### config.mk
export PLATFORM = sky130hd
export DESIGN_NAME = tt_sweep_capture
export DESIGN_NICKNAME = d
export VERILOG_FILES = /design/src/rtl/tt_sweep_pkg.sv /design/src/rtl/tt_sweep_capture_counter.sv /design/src/rtl/tt_sweep_capture.sv
export SDC_FILE = /design/constraint.sdc
export NUM_CORES = 1
export LEC_CHECK = 0
export BUFFER_PORTS_ARGS = -buffer_cell sky130_fd_sc_hd__buf_4
export CAP_MARGIN = 10
export CORE_ASPECT_RATIO = 1.25
export CORE_MARGIN = 5
export CORE_UTILIZATION = 30
export DETAILED_ROUTE_END_ITERATION = 10
export PLACE_DENSITY = 0.58
export SETUP_SLACK_MARGIN = 0.3
export SKIP_CTS_REPAIR_TIMING = 1
export SYNTH_ARGS = -nofsm -noshare
export SYNTH_HDL_FRONTEND = slang
export SYNTH_HIERARCHICAL = 1
export SYNTH_SLANG_ARGS = --single-unit
### constraint.sdc
create_clock -name clk -period 6.4 [get_ports clk]
set_input_delay 0 -clock clk [delete_from_list [all_inputs] [get_ports clk]]
set_output_delay 0 -clock clk [all_outputs]
set_load 0.01 [all_outputs]
### src/rtl/tt_sweep_pkg.sv
// Shared definitions for the truth-table sweep harnesses.
//   state_t  : sweep controller states (IDLE, HOLD, DONE)
//   tt_width : table width for an n-input gate (2**n)
//   tt_bit   : expected output for input vector i, using the
//              "first vector lands in the MSB" bit ordering
package tt_sweep_pkg;

    typedef enum logic [1:0] {
        IDLE = 2'd0,
        HOLD = 2'd1,
        DONE = 2'd2
    } state_t;

    // Widest table the helper accepts (8-input gates).
    localparam int unsigned TT_MAX_W = 256;

    function automatic int unsigned tt_width(input int unsigned n_inputs);
        return 32'd1 << n_inputs;
    endfunction

    // Table bit (tt_w-1-i) is f(i): vector 0 maps to the MSB.
    function automatic logic tt_bit(input logic [TT_MAX_W-1:0] tt,
                                    input int unsigned         tt_w,
                                    input int unsigned         i);
        logic [7:0] pos;
        pos = 8'(tt_w - 32'd1 - i);
        return tt[pos];
    endfunction

endpackage

### src/rtl/tt_sweep_capture_counter.sv
// Vector index / settle counter for the truth-table sweep.
//   clk, rst     : clock, synchronous active-high reset
//   clear        : restart from vector 0 (start or abort)
//   run          : sweep in progress this cycle
//   idx          : current input vector (drives the gate directly)
//   sample       : this edge captures the gate output for idx
//   last_sample  : sample of the final vector
module tt_vector_counter
    import tt_sweep_pkg::*;
#(
    parameter int unsigned N_INPUTS      = 4,
    parameter int unsigned SETTLE_CYCLES = 0
) (
    input  logic                clk,
    input  logic                rst,
    input  logic                clear,
    input  logic                run,
    output logic [N_INPUTS-1:0] idx,
    output logic                sample,
    output logic                last_sample
);

    localparam int unsigned TT_W = tt_width(N_INPUTS);

    logic [N_INPUTS-1:0] idx_reg;
    logic [7:0]          hold_reg;

    // Equality rather than "<" keeps the SETTLE_CYCLES=0 case free of an
    // always-false comparison.
    assign sample      = run && (hold_reg == 8'(SETTLE_CYCLES));
    assign last_sample = sample && (idx_reg == N_INPUTS'(TT_W - 1));
    assign idx         = idx_reg;

    always_ff @(posedge clk) begin
        if (rst || clear) begin
            idx_reg  <= '0;
            hold_reg <= '0;
        end else if (run) begin
            if (!sample) begin
                hold_reg <= hold_reg + 8'd1;
            end else begin
                hold_reg <= '0;
                // After the final vector the gate input returns to 0 rather
                // than sweeping on; the controller leaves HOLD on this edge.
                idx_reg  <= last_sample ? '0 : idx_reg + 1'b1;
            end
        end
    end

endmodule

### src/rtl/tt_sweep_capture.sv
// Exhaustive truth-table sweep and capture around an N-input, 1-output gate.
// Every input vector is driven in turn, the gate output is shifted into a
// table (vector 0 in the MSB) and compared bit-by-bit against EXPECTED_TT.
//   clk, rst       : clock, synchronous active-high reset
//   start          : begin a sweep (accepted only in IDLE)
//   abort          : cancel a sweep in progress (no done, results kept)
//   dut_in         : vector to the gate, MSB = gate input _0
//   dut_out        : gate output
//   busy           : high while vectors are being driven
//   done           : one-cycle pulse when a sweep completes
//   tt_out         : last completed captured table
//   match          : tt_out == EXPECTED_TT
//   mismatch_cnt   : number of table bits that differed
//   first_err_idx  : lowest mismatching vector (0 if none)
module tt_sweep_capture
    import tt_sweep_pkg::*;
#(
    parameter int unsigned  N_INPUTS      = 4,
    localparam int unsigned TT_W          = 2 ** N_INPUTS,
    parameter logic [TT_W-1:0] EXPECTED_TT = 16'hA2DA,
    parameter int unsigned  SETTLE_CYCLES = 0
) (
    input  logic                clk,
    input  logic                rst,
    input  logic                start,
    input  logic                abort,
    output logic [N_INPUTS-1:0] dut_in,
    input  logic                dut_out,
    output logic                busy,
    output logic                done,
    output logic [TT_W-1:0]     tt_out,
    output logic                match,
    output logic [N_INPUTS:0]   mismatch_cnt,
    output logic [N_INPUTS-1:0] first_err_idx
);

    state_t state_reg, state_next;

    logic [N_INPUTS-1:0] idx;
    logic                sample;
    logic                last_sample;
    logic                cnt_clear;
    logic                cnt_run;

    logic [TT_W-1:0]     shift_reg, shift_next;
    logic [N_INPUTS:0]   err_cnt_reg, err_cnt_next;
    logic                err_seen_reg;
    logic [N_INPUTS-1:0] first_err_reg, first_err_next;

    logic [TT_MAX_W-1:0] expected_ext;
    logic                exp_bit;
    logic                bit_err;

    logic [TT_W-1:0]     tt_out_reg;
    logic                match_reg;
    logic [N_INPUTS:0]   mismatch_cnt_reg;
    logic [N_INPUTS-1:0] first_err_idx_reg;

    // ------------------------------------------------------------------
    // Controller
    // ------------------------------------------------------------------
    always_ff @(posedge clk) begin
        if (rst) begin
            state_reg <= IDLE;
        end else begin
            state_reg <= state_next;
        end
    end

    always_comb begin
        state_next = state_reg;
        case (state_reg)
            IDLE: if (start) state_next = HOLD;
            HOLD: begin
                if (abort) begin
                    state_next = IDLE;
                end else if (last_sample) begin
                    state_next = DONE;
                end
            end
            DONE:    state_next = IDLE;
            default: state_next = IDLE;
        endcase
    end

    // Abort takes priority over a simultaneous last sample: no done, no
    // result update.
    assign cnt_clear = ((state_reg == IDLE) && start) || ((state_reg == HOLD) && abort);
    assign cnt_run   = (state_reg == HOLD) && !abort;

    tt_vector_counter #(
        .N_INPUTS      (N_INPUTS),
        .SETTLE_CYCLES (SETTLE_CYCLES)
    ) u_counter (
        .clk         (clk),
        .rst         (rst),
        .clear       (cnt_clear),
        .run         (cnt_run),
        .idx         (idx),
        .sample      (sample),
        .last_sample (last_sample)
    );

    // ------------------------------------------------------------------
    // Capture and compare
    // ------------------------------------------------------------------
    always_comb begin
        expected_ext             = '0;
        expected_ext[TT_W-1:0]   = EXPECTED_TT;
    end

    assign exp_bit        = tt_bit(expected_ext, TT_W, 32'(idx));
    assign bit_err        = dut_out ^ exp_bit;
    assign shift_next     = {shift_reg[TT_W-2:0], dut_out};
    assign err_cnt_next   = err_cnt_reg + {{N_INPUTS{1'b0}}, bit_err};
    assign first_err_next = (bit_err && !err_seen_reg) ? idx : first_err_reg;

    always_ff @(posedge clk) begin
        if (rst) begin
            shift_reg         <= '0;
            err_cnt_reg       <= '0;
            err_seen_reg      <= 1'b0;
            first_err_reg     <= '0;
            tt_out_reg        <= '0;
            match_reg         <= 1'b0;
            mismatch_cnt_reg  <= '0;
            first_err_idx_reg <= '0;
        end else if ((state_reg == IDLE) && start) begin
            shift_reg     <= '0;
            err_cnt_reg   <= '0;
            err_seen_reg  <= 1'b0;
            first_err_reg <= '0;
        end else if (cnt_run && sample) begin
            shift_reg     <= shift_next;
            err_cnt_reg   <= err_cnt_next;
            first_err_reg <= first_err_next;
            if (bit_err) begin
                err_seen_reg <= 1'b1;
            end
            // Results are published on the edge that enters DONE, so they
            // are already valid while done is high.
            if (last_sample) begin
                tt_out_reg        <= shift_next;
                match_reg         <= (shift_next == EXPECTED_TT);
                mismatch_cnt_reg  <= err_cnt_next;
                first_err_idx_reg <= first_err_next;
            end
        end
    end

    assign dut_in        = idx;
    assign busy          = (state_reg == HOLD);
    assign done          = (state_reg == DONE);
    assign tt_out        = tt_out_reg;
    assign match         = match_reg;
    assign mismatch_cnt  = mismatch_cnt_reg;
    assign first_err_idx = first_err_idx_reg;

endmodule

; Yosys cells after proc, flatten, opt, wreduce, memory -nomap -nowiden
; Memory sizes are Yosys's and may differ from the RTL's.
; Cells that the tools add are included.
[word_totals]
register_bits = 65
mem_bits_ro = 256
in_bits = 5
out_inout_bits = 32
mem_count = 1
[mem_list]
columns = memory, words, word_bits, rd, rd_clocked_by_memory_dff, write_ports, line
row1 = (no name shown), 256, 1, 1, 0, 0, tt_sweep_pkg.sv:27  ; return tt[pos];
[classes]
add_sub_neg = 4
magnitude_cmp = 1
n_eq_ne = 6
mux = 8
n_bitwise = 2
reduce_logical = 18
[ops]
columns = cell, count
row1 = $eq 16x16->1 const B, 1
row2 = $lt 8x9->1 const B, 1
row3 = $add 8x1->8 const B, 1
row4 = $logic_not 8->1, 1
row5 = $mux 4, 2
row6 = $mux 8, 1
row7 = $logic_and 1x1->1, 7
row8 = $mux 2, 3
row9 = $reduce_and 2->1, 3
row10 = $add 5x1->5, 1
row11 = $sub 4x4->5 const A, 1
row12 = $add 4x1->4 const B, 1
row13 = $eq 4x4->1 const B, 1
row14 = $pmux 2 s2, 1
row15 = $ne 3x2->1 const B, 1
row16 = $reduce_and 3->1, 1
row17 = $eq 2x1->1 const B, 1
row18 = $eq 2x2->1 const B, 1
row19 = $logic_not 1->1, 2
row20 = $logic_not 2->1, 1
row21 = $logic_or 1x1->1, 2
row22 = $ne 2x2->1 const B, 1
row23 = $reduce_or 2->1, 1
row24 = $mux 1, 1
row25 = 2 further kinds, 2

; Depth between registers and ports, before layout
[depth]
depth_word = 7
ltp_mapped = 12
mapped_depth_nobuf = 9

; Modules after synthesis
; Netlist, hierarchy kept.
[modules_own_cells]
columns = module, instances, cells_each, area_per_inst_um2, seq_area_each_um2
row1 = tt_sweep_capture, 1, 263, 2132.0, 1061.0
row2 = tt_vector_counter, 1, 75, 624.3, 240.2

; Worst setup path after synthesis
; Ideal clock, no wire load.
[synth_timing]
path_kind = register to register
from = register state_reg[0]
to = register first_err_idx_reg[1] (netlist: first_err_idx[1])
setup_time_ns = 0.091
arrival_time_ns = 2.742
t_required_ns = 6.309
slack_ns = 3.567
path_stages_with_launch = 12
path_buffers = 4
synth_period_minus_slack_ns = 2.833
cell_sequence = dfxtp_1 nor2b_1 nor2b_1 buf_2 or4b_1 buf_2 nor4_1 and2_1 clkbuf_1 buf_2 nor2_1 a311oi_1
[synth_via]
elab_chain_len = 5
elab_cells_between_ends = 9
classes_between = 1 x eq/ne / 1 x bitwise / 7 x reduce/logical
[synth_rtl]
columns = item, line
row1 = start: declaration, tt_sweep_capture.sv:37  ; state_t state_reg, state_next;
row2 = start signal: assignment, tt_sweep_capture.sv:66  ; state_reg <= state_next;
row3 = $eq 2x1->1, n/a
row4 = net busy, tt_sweep_capture.sv:29  ; output logic busy,
row5 = $logic_and 1x1->1, tt_sweep_capture.sv:89  ; assign cnt_run = (state_reg == HOLD) && !abort;
row6 = net cnt_run, tt_sweep_capture.sv:43  ; logic cnt_run;
row7 = $logic_and 1x1->1, tt_sweep_capture_counter.sv:30  ; assign sample = run && (hold_reg == 8'(SETTLE_CYCLES));
row8 = $logic_and 1x1->1, tt_sweep_capture_counter.sv:31  ; assign last_sample = sample && (idx_reg == N_INPUTS'(TT_W - 1));
row9 = net last_sample, tt_sweep_capture.sv:41  ; logic last_sample;
row10 = $reduce_and 3->1 (no line), n/a
row11 = end signal: assignment, tt_sweep_capture.sv:146  ; first_err_idx_reg <= first_err_next;
row12 = end: declaration, tt_sweep_capture.sv:57  ; logic [N_INPUTS-1:0] first_err_idx_reg;
; The timed path passes the listed nets, and every way through them passes these cells.
; A chain may end at the register's enable or synchronous reset.

; Worst setup path in the final report
[layout_timing]
from = register state_reg[0]
to = register first_err_idx_reg[0] (netlist: first_err_idx[0])
[layout_via]
elab_chain_len = 5
elab_cells_between_ends = 9
classes_between = 1 x eq/ne / 1 x bitwise / 7 x reduce/logical
[layout_rtl]
columns = item, line
row1 = $eq 2x1->1 *, tt_sweep_capture.sv:89
row2 = $logic_and 1x1->1 *, tt_sweep_capture.sv:89
row3 = net cnt_run, tt_sweep_capture.sv:43
row4 = $logic_and 1x1->1 *, tt_sweep_capture_counter.sv:30
row5 = net sample, tt_sweep_capture.sv:40  ; logic sample;
row6 = $logic_and 1x1->1 (on tied branches), "tt_sweep_capture.sv:133, tt_sweep_capture_counter.sv:31"
row7 = $reduce_and 3->1 (no line) *, n/a
; The timed path passes the listed nets; every way through them passes the cells marked *.

==> impl_summary.md <==
Run status
The flow ran to the end, and the final reports show no timing, DRC or antenna violations.

Clock network
The clock-pin slew on the worst setup and hold paths is 0.05 ns. In this run the clock root is driven by a clkbuf_16. The CTS buffer count is 9. The deepest level of the CTS H-tree is 3. For the worst-skew pair, the clock arrives at the later sink with an insertion delay of 0.33 ns. Counting every sink on the clock net gives 65. The number of buffers between clock root and the deepest sink is 2. The CTS tree is built.

STA
The post-route clock period utilization is 61.5%. The worst slew slack as a fraction of its limit is 30.0%. Between clock sinks in the finished design, the worst skew comes to 0.00789 ns.

The final count of hold timing violations was 0. Summed over all failing endpoints, the final setup total negative slack is 0 ns. The routed design could run at a clock period as short as 3.93 ns.

Setup violations remaining at the end of the flow were counted as 0. For the pin with the worst max-slew slack, the measured transition is 1.05 ns. The number of pins with negative max-slew slack in the final report is 0. Setup repair after global routing left no endpoint under its margin. The maximum frequency from static timing analysis is 254 MHz.

Detailed routing
The total number of vias is 2,366. After detailed routing, the average wire length per cell comes to 12.5 µm. Before antenna repair, the detailed router went through 4 iterations.

The detailed-route DRC error count is 0. The routed via count divided by cell count is 4.81. Once detail routing completed, the nets flagged for antenna violations numbered 0. The detailed-route wire length is 6170 µm. The number of DRC markers after the initial detailed-route iteration is 82.

Power
The part of the power in the clock network is 50.6%. Summed over all cells, the static leakage comes to 1.14 nW. The net switching component of the power is 187 µW. In this run, the combinational gates consume 3.1% of the power. The cell-internal power is 693 µW.

Registers are responsible for 46.3% of the overall power. The worst ir drop on vdd is 115 µV. For this design the ratio of total power to cell area is 261 mW/mm². The completed layout was analyzed and its total power is 880 µW. The switching portion of total power is 21.3%.

Synth
The cell area that synthesis handed to floorplanning was 0.00276 mm². The share of async-settable or async-resettable flops after synthesis is 0%. The synthesized instance count is 338.

The number of unique standard cell types used by synthesis is 40. Among all flip-flop cells after synthesis, the most frequent one is dfxtp_1. A synthesized cell averages 8.16 µm².

Of the synthesized area, sequential elements account for 47.2%. The synthesized design devotes to its leading area cell type 47.2% of total area. In the post-synthesis netlist, the biggest area contributors are dfxtp_1 47%, nand2_1 12%, a21oi_1 9.3%. The number of synthesized flops with an enable pin is 0. In this run, synthesis produced a sequential element count of 65. Yosys printed 6 warnings. The net count of the mapped netlist is 348. The synthesized design spends more area on one cell type than any other, namely dfxtp_1.

Floorplanning
37 I/O pins were placed. For this configuration, the core starts out at a cell density of 30.4%. From left edge to right edge, the die measures 95.7 µm. Measured along the y axis, the die boundary spans 117 µm. The die area is 0.0112 mm².

The core region is 0.00908 mm². The total number of placement rows is 39.

Setup path
STA classifies the critical path endpoint as a register. STA classifies the critical path startpoint as a register. The setup path with the least slack is of type register to register. The biggest fanout along the worst timing path is 32. STA puts the critical path data arrival time at 4.18 ns. For the worst setup path, the data required time is 6.64 ns.

Global routing
Entering global routing, the biggest net connects 33 pins. Global routing consumed, on the met3 layer, 3.84% of the routing resources. The first global-routing pass estimated 10,300 µm of wire.

Across every metal layer, demand over resource in global routing totals 11.8%. The initial antenna violation count was 0. The total overflow left after global routing is 0. met2 is the most crowded layer. The global-route track usage on met2 is 19.3%. The via count of the first global-routing pass is 2,255. In the global route stage, met1 resource usage came out at 13.9%.

Place
The placer's final routability congestion estimate is 0.759. The count of input and output buffers is 36. After legalization and detailed placement, the total HPWL measured 4230 µm.

Finish
The repair_antennas step left the layout with diodes totalling 0. In the final design database the tool counted 376 nets. Cells with a size suffix above 1 make up 14.9% of the layout. The layout filler cell count is 948.

The flip-flop count of the largest register, all copies and words added is 16. The layout overhead on the synthesized area is 22.6%.

Job
The tool flagged a number of max-cap violations equal to 0.

Worst hold path
The path class of the tightest hold or removal check is primary input to register.
==> final cells by class <==
type	instances	area [µm²]	share of cell area [%]
timing repair buffer	37	280	8.29
sequential	65	1300	38.5
clock inverter	2	15.0	0.444
clock buffer	12	256	7.59
tap	123	154	4.55
inverter	6	22.5	0.666
multi-input combinational	247	1350	39.9
==> final timing paths <==
path / cells past startpoint / end / slack (ns) / from
worst max register to register: 8 / first_err_idx[0]$_SDFFE_PP0P_ / 2.47 / state_reg[0]$_SDFFE_PP0P_
worst max-delay path: 8 / first_err_idx[0]$_SDFFE_PP0P_ / 2.47 / state_reg[0]$_SDFFE_PP0P_
worst min-delay path: 2 / match$_SDFFE_PP0P_ / 0.06 / rst
worst min register to register: 2 / tt_out[1]$_SDFFE_PP0P_ / 0.45 / tt_out[1]$_SDFFE_PP0P_
==> metrics by stage <==
step	utilization [%]	hold slack, ns	cell area, µm²	instances	setup WS, ns
after floorplan	-	0.136	2760	338	3.57
after global placement	34.1	0.302	3100	477	2.66
after detailed placement	34.1	0.305	3100	477	2.50
after CTS	37.1	-0.0394	3370	491	2.47
after global routing	37.2	0.0791	3380	492	2.07
final	37.2	0.0639	3380	492	2.47
==> synthesized netlist by cell type (2+ instances only) <==
library cell,instances
or4b_1,2
mux2i_1,4
o31ai_1,2
nor4b_1,3
buf_2,6
nor2_1,17
nand2_1,85
a31oi_1,2
o211ai_1,6
or4_1,3
dfxtp_1,65
or3_1,4
o21ai_0,7
a21o_1,3
a21oi_1,51
nor3_1,3
nor2b_1,5
ha_1,5
xor2_1,6
nor4_1,3
a211oi_1,3
nand4_1,4
or2_2,3
inv_1,6
nand3_1,9
a311oi_1,3
clkbuf_1,13
nand2b_1,3
==> kinds of logic after synthesis <==
kind of cell	Yosys count	synth area share, %
fa+ha+maj	5	2.27
compound gates	80	17.2
flops	65	47.2
mux	4	1.45
xor+xnor	7	2.22
buf+inv	26	3.81
simple gates	151	25.9
==> placed cells by master, fill, tap and decap left out, types with 5 or more instances in the layout <==
master     count
ha_1           5
xor2_1         6
o211ai_1       6
clkbuf_16      9
a21oi_1       51
buf_4         36
o21ai_0        7
inv_1          6
nand3_1        9
dfxtp_1       65
nor2_1        17
nor2b_1        5
nand2_1       85
==> worst max-delay path, stage by stage, from the launching register on <==
cell	delay, ns
dfxtp_1	0.41
nor2b_1	0.22
nor2b_1	0.58
or4b_1	0.65
nor2_1	0.18
and4bb_2	0.53
and2_1	0.89
nor2_1	0.12
a311oi_2	0.26
==> power by group through the flow <==
stage / Sequential (mW) / Combinational (mW) / Clock, mW
after global routing: 0.407 / 0.0308 / 0.479
final: 0.408 / 0.0274 / 0.445
after CTS: 0.407 / 0.0275 / 0.459
after floorplan: 0.416 / 0.0195 / 0
after global placement: 0.416 / 0.0269 / 0
after detailed placement: 0.416 / 0.0273 / 0
==> layer usage <==
layer | share of wire [%] | up-vias
li1 | - | 1231
met4 | 1.8 | 0
met2 | 47 | 48
met1 | 46 | 1076
met5 | 0 | -
met3 | 5.1 | 11
Power figures use the tool's default switching activity.
